[src/rtl/sort_nxw_oet_seq.sv]
// Sequential odd-even transposition sorter: one compare-exchange phase per clock
// over N lanes of W bits, with valid/ready handshakes on both sides.
module sort_nxw_oet_seq #(
    parameter int N          = 8,
    parameter int W          = 8,
    parameter int SIGNED     = 0,
    parameter int EARLY_EXIT = 1,
    parameter int PH_W       = $clog2(N + 1)
) (
    input  logic            clk,
    input  logic            rst_n,
    input  logic            in_valid,
    output logic            in_ready,
    input  logic [N*W-1:0]  in_data,
    input  logic            in_descend,
    output logic            out_valid,
    input  logic            out_ready,
    output logic [N*W-1:0]  out_data,
    output logic [PH_W-1:0] out_phases
);

    typedef enum logic [1:0] {IDLE, SORT, DONE} state_t;

    state_t          state_q, state_d;
    logic [N*W-1:0]  data_q, data_d;
    logic            desc_q, desc_d;
    logic [PH_W-1:0] ph_q, ph_d;
    logic [1:0]      q_q, q_d;
    logic            out_valid_q, out_valid_d;

    logic [N*W-1:0]  phase_data;
    logic            any_swap;
    logic [W-1:0]    lo, hi;
    logic            swap;

    function automatic logic lane_gt(input logic [W-1:0] a, input logic [W-1:0] b);
        if (SIGNED != 0) return $signed(a) > $signed(b);
        else             return a > b;
    endfunction

    // Pairs within one phase never overlap, so every pair reads the registered vector.
    always_comb begin
        phase_data = data_q;
        any_swap   = 1'b0;
        lo         = '0;
        hi         = '0;
        swap       = 1'b0;
        for (int i = 0; i < N - 1; i++) begin
            if ((i % 2 == 1) == ph_q[0]) begin
                lo   = data_q[i*W +: W];
                hi   = data_q[(i+1)*W +: W];
                swap = desc_q ? lane_gt(hi, lo) : lane_gt(lo, hi);
                if (swap) begin
                    phase_data[i*W +: W]     = hi;
                    phase_data[(i+1)*W +: W] = lo;
                    any_swap                 = 1'b1;
                end
            end
        end
    end

    always_comb begin
        state_d     = state_q;
        data_d      = data_q;
        desc_d      = desc_q;
        ph_d        = ph_q;
        q_d         = q_q;
        out_valid_d = out_valid_q;
        case (state_q)
            IDLE: begin
                if (in_valid) begin
                    data_d  = in_data;
                    desc_d  = in_descend;
                    ph_d    = '0;
                    q_d     = 2'd0;
                    state_d = SORT;
                end
            end
            SORT: begin
                data_d = phase_data;
                ph_d   = ph_q + 1'b1;
                if (any_swap)         q_d = 2'd0;
                else if (q_q == 2'd2) q_d = 2'd2;
                else                  q_d = q_q + 2'd1;
                // One even plus one odd quiet phase means the vector is already ordered.
                if ((ph_q == PH_W'(N - 1)) || ((EARLY_EXIT != 0) && (q_d == 2'd2))) begin
                    state_d     = DONE;
                    out_valid_d = 1'b1;
                end
            end
            DONE: begin
                if (out_ready) begin
                    state_d     = IDLE;
                    out_valid_d = 1'b0;
                end
            end
            default: begin
                state_d     = IDLE;
                out_valid_d = 1'b0;
            end
        endcase
    end

    always_ff @(posedge clk or negedge rst_n) begin
        if (!rst_n) begin
            state_q     <= IDLE;
            data_q      <= '0;
            desc_q      <= 1'b0;
            ph_q        <= '0;
            q_q         <= 2'd0;
            out_valid_q <= 1'b0;
        end else begin
            state_q     <= state_d;
            data_q      <= data_d;
            desc_q      <= desc_d;
            ph_q        <= ph_d;
            q_q         <= q_d;
            out_valid_q <= out_valid_d;
        end
    end

    assign in_ready   = rst_n && (state_q == IDLE);
    assign out_valid  = out_valid_q;
    assign out_data   = data_q;
    assign out_phases = ph_q;

endmodule
[config.mk]
export PLATFORM = sky130hd
export DESIGN_NAME = sort_nxw_oet_seq
export DESIGN_NICKNAME = d
export VERILOG_FILES = /design/src/rtl/sort_nxw_oet_seq.sv
export SDC_FILE = /design/constraint.sdc
export NUM_CORES = 1
export LEC_CHECK = 0
export BUFFER_PORTS_ARGS = -buffer_cell sky130_fd_sc_hd__buf_2
export CAP_MARGIN = 20
export CORE_MARGIN = 2
export CORE_UTILIZATION = 57
export DETAILED_ROUTE_END_ITERATION = 6
export GPL_ROUTABILITY_DRIVEN = 0
export PLACE_DENSITY = 0.84
export SLEW_MARGIN = 20
export SYNTH_ARGS = -nofsm -noshare
export SYNTH_HDL_FRONTEND = slang
export SYNTH_SLANG_ARGS = --single-unit
[constraint.sdc]
create_clock -name clk -period 6.2 [get_ports clk]
set_clock_uncertainty 0.1 [all_clocks]
set_input_delay 1.24 -clock clk [delete_from_list [all_inputs] [get_ports clk]]
set_output_delay 1.24 -clock clk [all_outputs]
set_load 0.02 [all_outputs]
==> results of run 1 <==
==> synth_stat cells (7+ instances only) <==
master / n
nor2b_1: 8
a21oi_1: 80
o21ai_0: 38
nand4_1: 13
nand2_1: 52
ha_1: 58
mux2i_1: 34
o211a_1: 8
o22ai_1: 9
dfrtp_1: 74
a221oi_1: 7
a211oi_1: 10
a221o_1: 8
o31ai_1: 18
nor3_1: 9
clkbuf_1: 27
nor2_1: 49
mux2_2: 8
o211ai_1: 25
inv_1: 62
buf_1: 7
==> worst reg2reg max path: stages, from the launching register on <==
cell and delay (ns):
dfrtp_1 0.43, inv_1 0.11, ha_1 0.30, nor2b_1 0.13
o31ai_1 0.28, a211oi_1 0.14, a211oi_2 0.31, xnor2_1 0.16
nand3b_1 0.74, mux2i_1 0.42, a21oi_1 0.10
==> logic make-up (layout without fill, tap and decap cells) <==
group	Yosys count	after routing	synth area share (%)
DFF	74	74	32.5
adders and majority gates	58	58	12.7
xor gates and xnor gates	1	1	0.154
buffers and inverters	102	222	6.90
AOI/OAI and AO/OA	240	240	28.0
and+or+nand+nor	150	150	12.1
muxes	42	42	7.56
==> worst paths after layout <==
| check | slack, ns | endpoint | cells after the start |
|---|---|---|---|
| worst min-delay path | 0.41 | out_valid | 2 |
| worst min register to register | 0.41 | out_valid | 2 |
| worst max-delay path | 2.72 | in_ready | 4 |
| min in group asynchronous | 0.83 | out_data[12] | 2 |
| worst max register to register | 2.82 | out_data[13] | 10 |
| max in group asynchronous | 4.25 | out_data[15] | 3 |
==> stage by stage <==
stage	cell area (sq um)	hold slack [ns]
detailed placement	6440	0.397
floorplan	5700	0.373
CTS	6690	0.417
finish	6700	0.412
global route	6700	0.444
global placement	6440	0.388
==> final cells by class <==
type | instances | area, sq um
tap | 133 | 166
sequential | 74 | 1850
multi-input combinational | 491 | 3460
inverter | 62 | 233
clock buffer | 9 | 124
timing repair buffer | 144 | 736
clock inverter | 7 | 124
fill | 793 | 3030
==> per-layer routing <==
metal | vias up | global-route usage, %
met3 | 43 | 6.95
met1 | 2842 | 40.0
li1 | 2689 | -
met5 | - | 0
met4 | 0 | 12.7
met2 | 315 | 54.7
==> registers in the layout, indices dropped and copies added (netlist names) <==
register	flops
out_valid	1
out_data	64
desc_q	1
out_phases	4
state_q	2
q_q	2
==> placed cells by master (no fill, tap or decap), types with 5 or more instances in the layout <==
master | netlist | routed
buf_4 | 1 | 6
a222oi_1 | 5 | 5
a221o_1 | 8 | 8
o21ai_0 | 38 | 38
buf_2 | 5 | 138
a21oi_1 | 80 | 80
nand4_1 | 13 | 13
nor2_1 | 49 | 48
o31ai_1 | 18 | 18
o211a_1 | 8 | 8
nor3_1 | 9 | 9
a211oi_1 | 10 | 10
clkbuf_8 | 0 | 9
a21o_1 | 6 | 6
a221oi_1 | 7 | 7
o22ai_1 | 9 | 8
dfrtp_1 | 74 | 74
o211ai_1 | 25 | 25
ha_1 | 58 | 58
nand2_1 | 52 | 51
mux2_2 | 8 | 8
inv_1 | 62 | 62
mux2i_1 | 34 | 34
nor2b_1 | 8 | 8
==> flow_summary.yaml, run 1 <==
clock_tree:
  htree_levels: 3
  cts-buffers-inserted: 9
  cts_resized: 0
  ctsLongestPathBuffers: 2
  clk_latency_ns: 0.37
  clkSinkCount: 74
  cts_hold_buffers: 0
  cts.clk_slew.worst_paths_ns: 0.08
  post_cts_buffers: 0
  cts_tree: "built"
  cts_root_buffer: "clkbuf_8"
cells_and_area:
  drive_above_1_share_pct: 22.9
  finalNonFillerCells: 920
  fin_nets: 909
  antenna_cells: 0
  layout-area-overhead-vs-synth_pct: 17.6
  fin_util_pct: 68.8
timing:
  worst_pin_slew_ns: 1.06
  fmax_ghz: 0.287
  fin_ws_ns: 2.72
  period_needed_ns: 3.48
  fin_tns_setup_ns: 0
  rsz0062_at_grt: "false"
  min_period_over_period_pct: 56.1
  finalSetupViolCount: 0
  maxSlewHeadroom_pct: 28.8
  hold_violations: 0
  drv_slew: 0
synthesis:
  synthArstFlopShare_pct: 100
  synth-seq-cells: 74
  synth_seq_area_share_pct: 32.5
  yosys_most_used_dff: "dfrtp_1"
  synthTopCellsByArea: "dfrtp_1, ha_1, a21oi_1, mux2i_1, inv_1"
  synth_edf_count: 0
  synthDistinctLibCells: 53
  yosys.area.top_type_share_pct: 32.5
  yosysTopAreaCell: "dfrtp_1"
  yosys_warnings: 0
  syn-cell-area_sq_mm: 0.00570
  synthCells: 667
  avgSynthCellArea_sq_um: 8.54
  syn_nets: 794
routing:
  highest_layer: "met4"
  routed-via-count: 5889
  met3RoutedLength_mm: 1.54
  drc: 0
  drt-pass1-iter-count: 7
  m1WireLength_mm: 6.89
  wl_met2_mm: 8.47
  finalWirelength_mm: 17.3
  drt-vias-per-instance: 6.40
  dr.first_iter.drc_count: 538
  routedWlPerCell_um: 18.8
  ant_nets: 0
hold_path:
  hp-start: "out_valid"
  hp-class: "reg2reg"
critical_path:
  cp_top_family: "buffers and inverters"
  required_ns: 4.86
  end_kind: "primary output"
  critical_path.startpoint_type: "input port"
  crit_path_max_fanout: 38
  startpoint: "rst_n"
  critPathArrivalTime_ns: 2.14
  crit_type: "in2out"
  worstReg2RegStart: "out_data[17]"
  cpPeakStageDelay_ns: 0.43
  path_buf_inv: 3
  cp_common_cell: "buf_2"
  worstPathCellList: "buf_2, buf_4, and2_1, buf_2"
  slowest_stage: "buf_4"
grt:
  grt_pass1_wl_mm: 28.3
  grt_pass1_vias: 5847
  grt.overflow.total: 0
  grt_usage_pct: 32.2
  grt_max_degree: 73
  grt_antenna_before_repair: 0
floorplanning:
  die_w_um: 104
  die_h_um: 104
  num_rows: 36
  initial_core_util_pct: 58.5
  pin_count: 139
  core_sq_mm: 0.00973
  die_area_sq_mm: 0.0108
place:
  dp_worst_setup_slack_ns: 2.69
  io_buffers: 138
  post-dp-hpwl_mm: 12.6
  dp.cells: 904
run:
  maxCapViolations: 0
outcome:
  status: "finished clean"
Power of run 1 is left out: the tool's default activity adds up to more than one toggle a clock period on the data nets, which glitch-free logic cannot reach.
==> run 2, diff against run 1 <==
ABC_AREA = 1   (was unset)
CORE_UTILIZATION = 51   (was 57)
PLACE_DENSITY = 0.78   (was 0.84)
clock period = 3.06 ns   (was 6.2 ns; I/O delays follow)
==> flow_summary.yaml, run 2 <==
place:
  io_buffers: 138
  post-dp-hpwl_mm: 13.8
  dp_worst_setup_slack_ns: 0.506
grt:
  grt.overflow.total: 0
  grt_max_degree: 67
  grt_antenna_before_repair: 0
  grt_usage_pct: 28.3
  grt_pass1_wl_mm: 30.1
  grt_pass1_vias: 6120
hold_path:
  hp-class: "in2async"
cells_and_area:
  layout_common_cells: "nand2_1, buf_2, inv_1, dfrtp_1, o21ai_0"
  seq_area_sq_mm: 0.00185
  drive_above_1_share_pct: 27.5
  largest_register_ffs: 64
  multi_input_area_sq_mm: 0.00405
  final_common_cell: "nand2_1"
  fillers: 1209
  antenna_cells: 0
  fin_nets: 1083
  layout-area-overhead-vs-synth_pct: 16.2
timing:
  finalSetupViolCount: 0
  drv_slew: 0
  min_period_over_period_pct: 83.9
  maxSlewHeadroom_pct: 32.0
  hold_violations: 0
  fmax_ghz: 0.390
  rsz0062_at_grt: "false"
  period_needed_ns: 2.57
  fin_ws_ns: 0.493
  fin_tns_setup_ns: 0
  worst_pin_slew_ns: 1.02
clock_tree:
  cts_tree: "built"
  cts_resized: 0
  cts_root_buffer: "clkbuf_16"
  clk_latency_ns: 0.35
  clkSinkCount: 74
  cts_hold_buffers: 0
  cts.clk_slew.worst_paths_ns: 0.06
  ctsLongestPathBuffers: 2
  htree_levels: 3
  cts-buffers-inserted: 9
  post_cts_buffers: 0
synthesis:
  syn_nets: 962
  synthArstFlopShare_pct: 100
  synth.most_common_cell: "nand2_1"
  synth-seq-cells: 74
  synth_seq_area_share_pct: 28.5
  synthTopCellsByArea: "dfrtp_1, nand2_1, ha_1, o211ai_2, o21ai_0"
  synthCells: 835
  yosys.area.top_type_share_pct: 28.5
  avgSynthCellArea_sq_um: 7.79
  yosys_most_used_dff: "dfrtp_1"
  yosys_warnings: 0
  yosys-top-cells-count: "nand2_1, inv_1, dfrtp_1"
  syn-cell-area_sq_mm: 0.00651
  synth_edf_count: 0
  synthDistinctLibCells: 45
  yosysTopAreaCell: "dfrtp_1"
critical_path:
  startpoint: "out_data[35]"
  slowest_stage: "dfrtp_1"
  crit_type: "reg2reg"
  crit_path_max_fanout: 25
  endpoint: "out_valid"
  cpPeakStageDelay_ns: 0.42
  worstReg2RegStart: "out_data[35]"
  ff2ff_path_depth: 16
  worstPathCellList: "inv_1, ha_1, nand2_1, inv_2, nand2_1, nand2_1, nand2_1, nand2_2, nand2_4, nand3_4, nand2_1, nor2_2, nand4_1, nand2_1, nand2_1, nand2_1"
  cp_common_cell: "nand2_1"
  end_kind: "register"
  required_ns: 3.20
  critical_path.startpoint_type: "register"
  critPathArrivalTime_ns: 2.71
  r2r_slack_ns: 0.49
  r2r-end: "out_valid"
floorplanning:
  num_rows: 41
  initial_core_util_pct: 52.0
  pin_count: 139
  die_h_um: 117
  core_sq_mm: 0.0125
  die_w_um: 117
  die_area_sq_mm: 0.0137
outcome:
  status: "finished clean"
routing:
  drc: 0
  drt-pass1-iter-count: 5
  dr.first_iter.drc_count: 400
  drt-vias-per-instance: 5.59
  ant_nets: 0
  routed-via-count: 6318
  routedWlPerCell_um: 16.6
  finalWirelength_mm: 18.7
run:
  maxCapViolations: 0
==> run 2: area by class of cell <==
type                            count  share of cell area, %
Clock inverter                      3                  0.529
Tap cell                          172                   2.85
Inverter                           95                   4.78
Sequential cell                    74                   24.5
Multi-Input combinational cell    627                   53.6
Clock buffer                       11                   3.34
Timing Repair Buffer              149                   10.4
==> run 2: critical path: cells and delay by family (launching register included) <==
family / cells / cell delay, ns
adder cells (fa/ha/maj): 1 / 0.28
flip-flops: 1 / 0.42
buffers and inverters: 2 / 0.24
AND/OR/NAND/NOR: 13 / 1.42
==> run 2: kinds of logic after synthesis <==
kind of cell | after synthesis | synth area share [%]
and+or+nand+nor | 341 | 24.7
AOI/OAI and AO/OA | 225 | 25.9
buffers and inverters | 134 | 9.32
DFF | 74 | 28.5
adders and majority gates | 58 | 11.2
muxes | 2 | 0.346
xor gates and xnor gates | 1 | 0.135
==> run 2: worst min path at each step <==
stage               cells after the start           end      start  slack (ns)
finish                                  2  out_data[24]      rst_n        0.24
global route                            2  out_data[27]      rst_n        0.27
CTS                                     2  out_data[20]      rst_n        0.25
detailed placement                      2     out_valid  out_valid        0.38
global placement                        2     out_valid  out_valid        0.39
floorplan                               0        desc_q      rst_n        0.22
==> run 2: per-layer routing <==
metal	GRT usage (%)	up-vias	share of wire (%)
li1	-	3092	-
met3	4.38	37	6.2
met5	0	-	0
met2	47.2	233	47
met1	36.0	2956	44
met4	13.3	0	3.1
==> run 2: metrics by stage <==
stage	utilization (%)	instance area (sq um)	hold WS [ns]	instances
finish	60.4	7560	0.242	1131
floorplan	-	6510	0.216	835
global route	60.4	7560	0.265	1131
CTS	60.4	7560	0.250	1131
detailed placement	58.1	7270	0.382	1117
global placement	58.1	7270	0.385	1117
Power of run 2 is left out for the same reason.
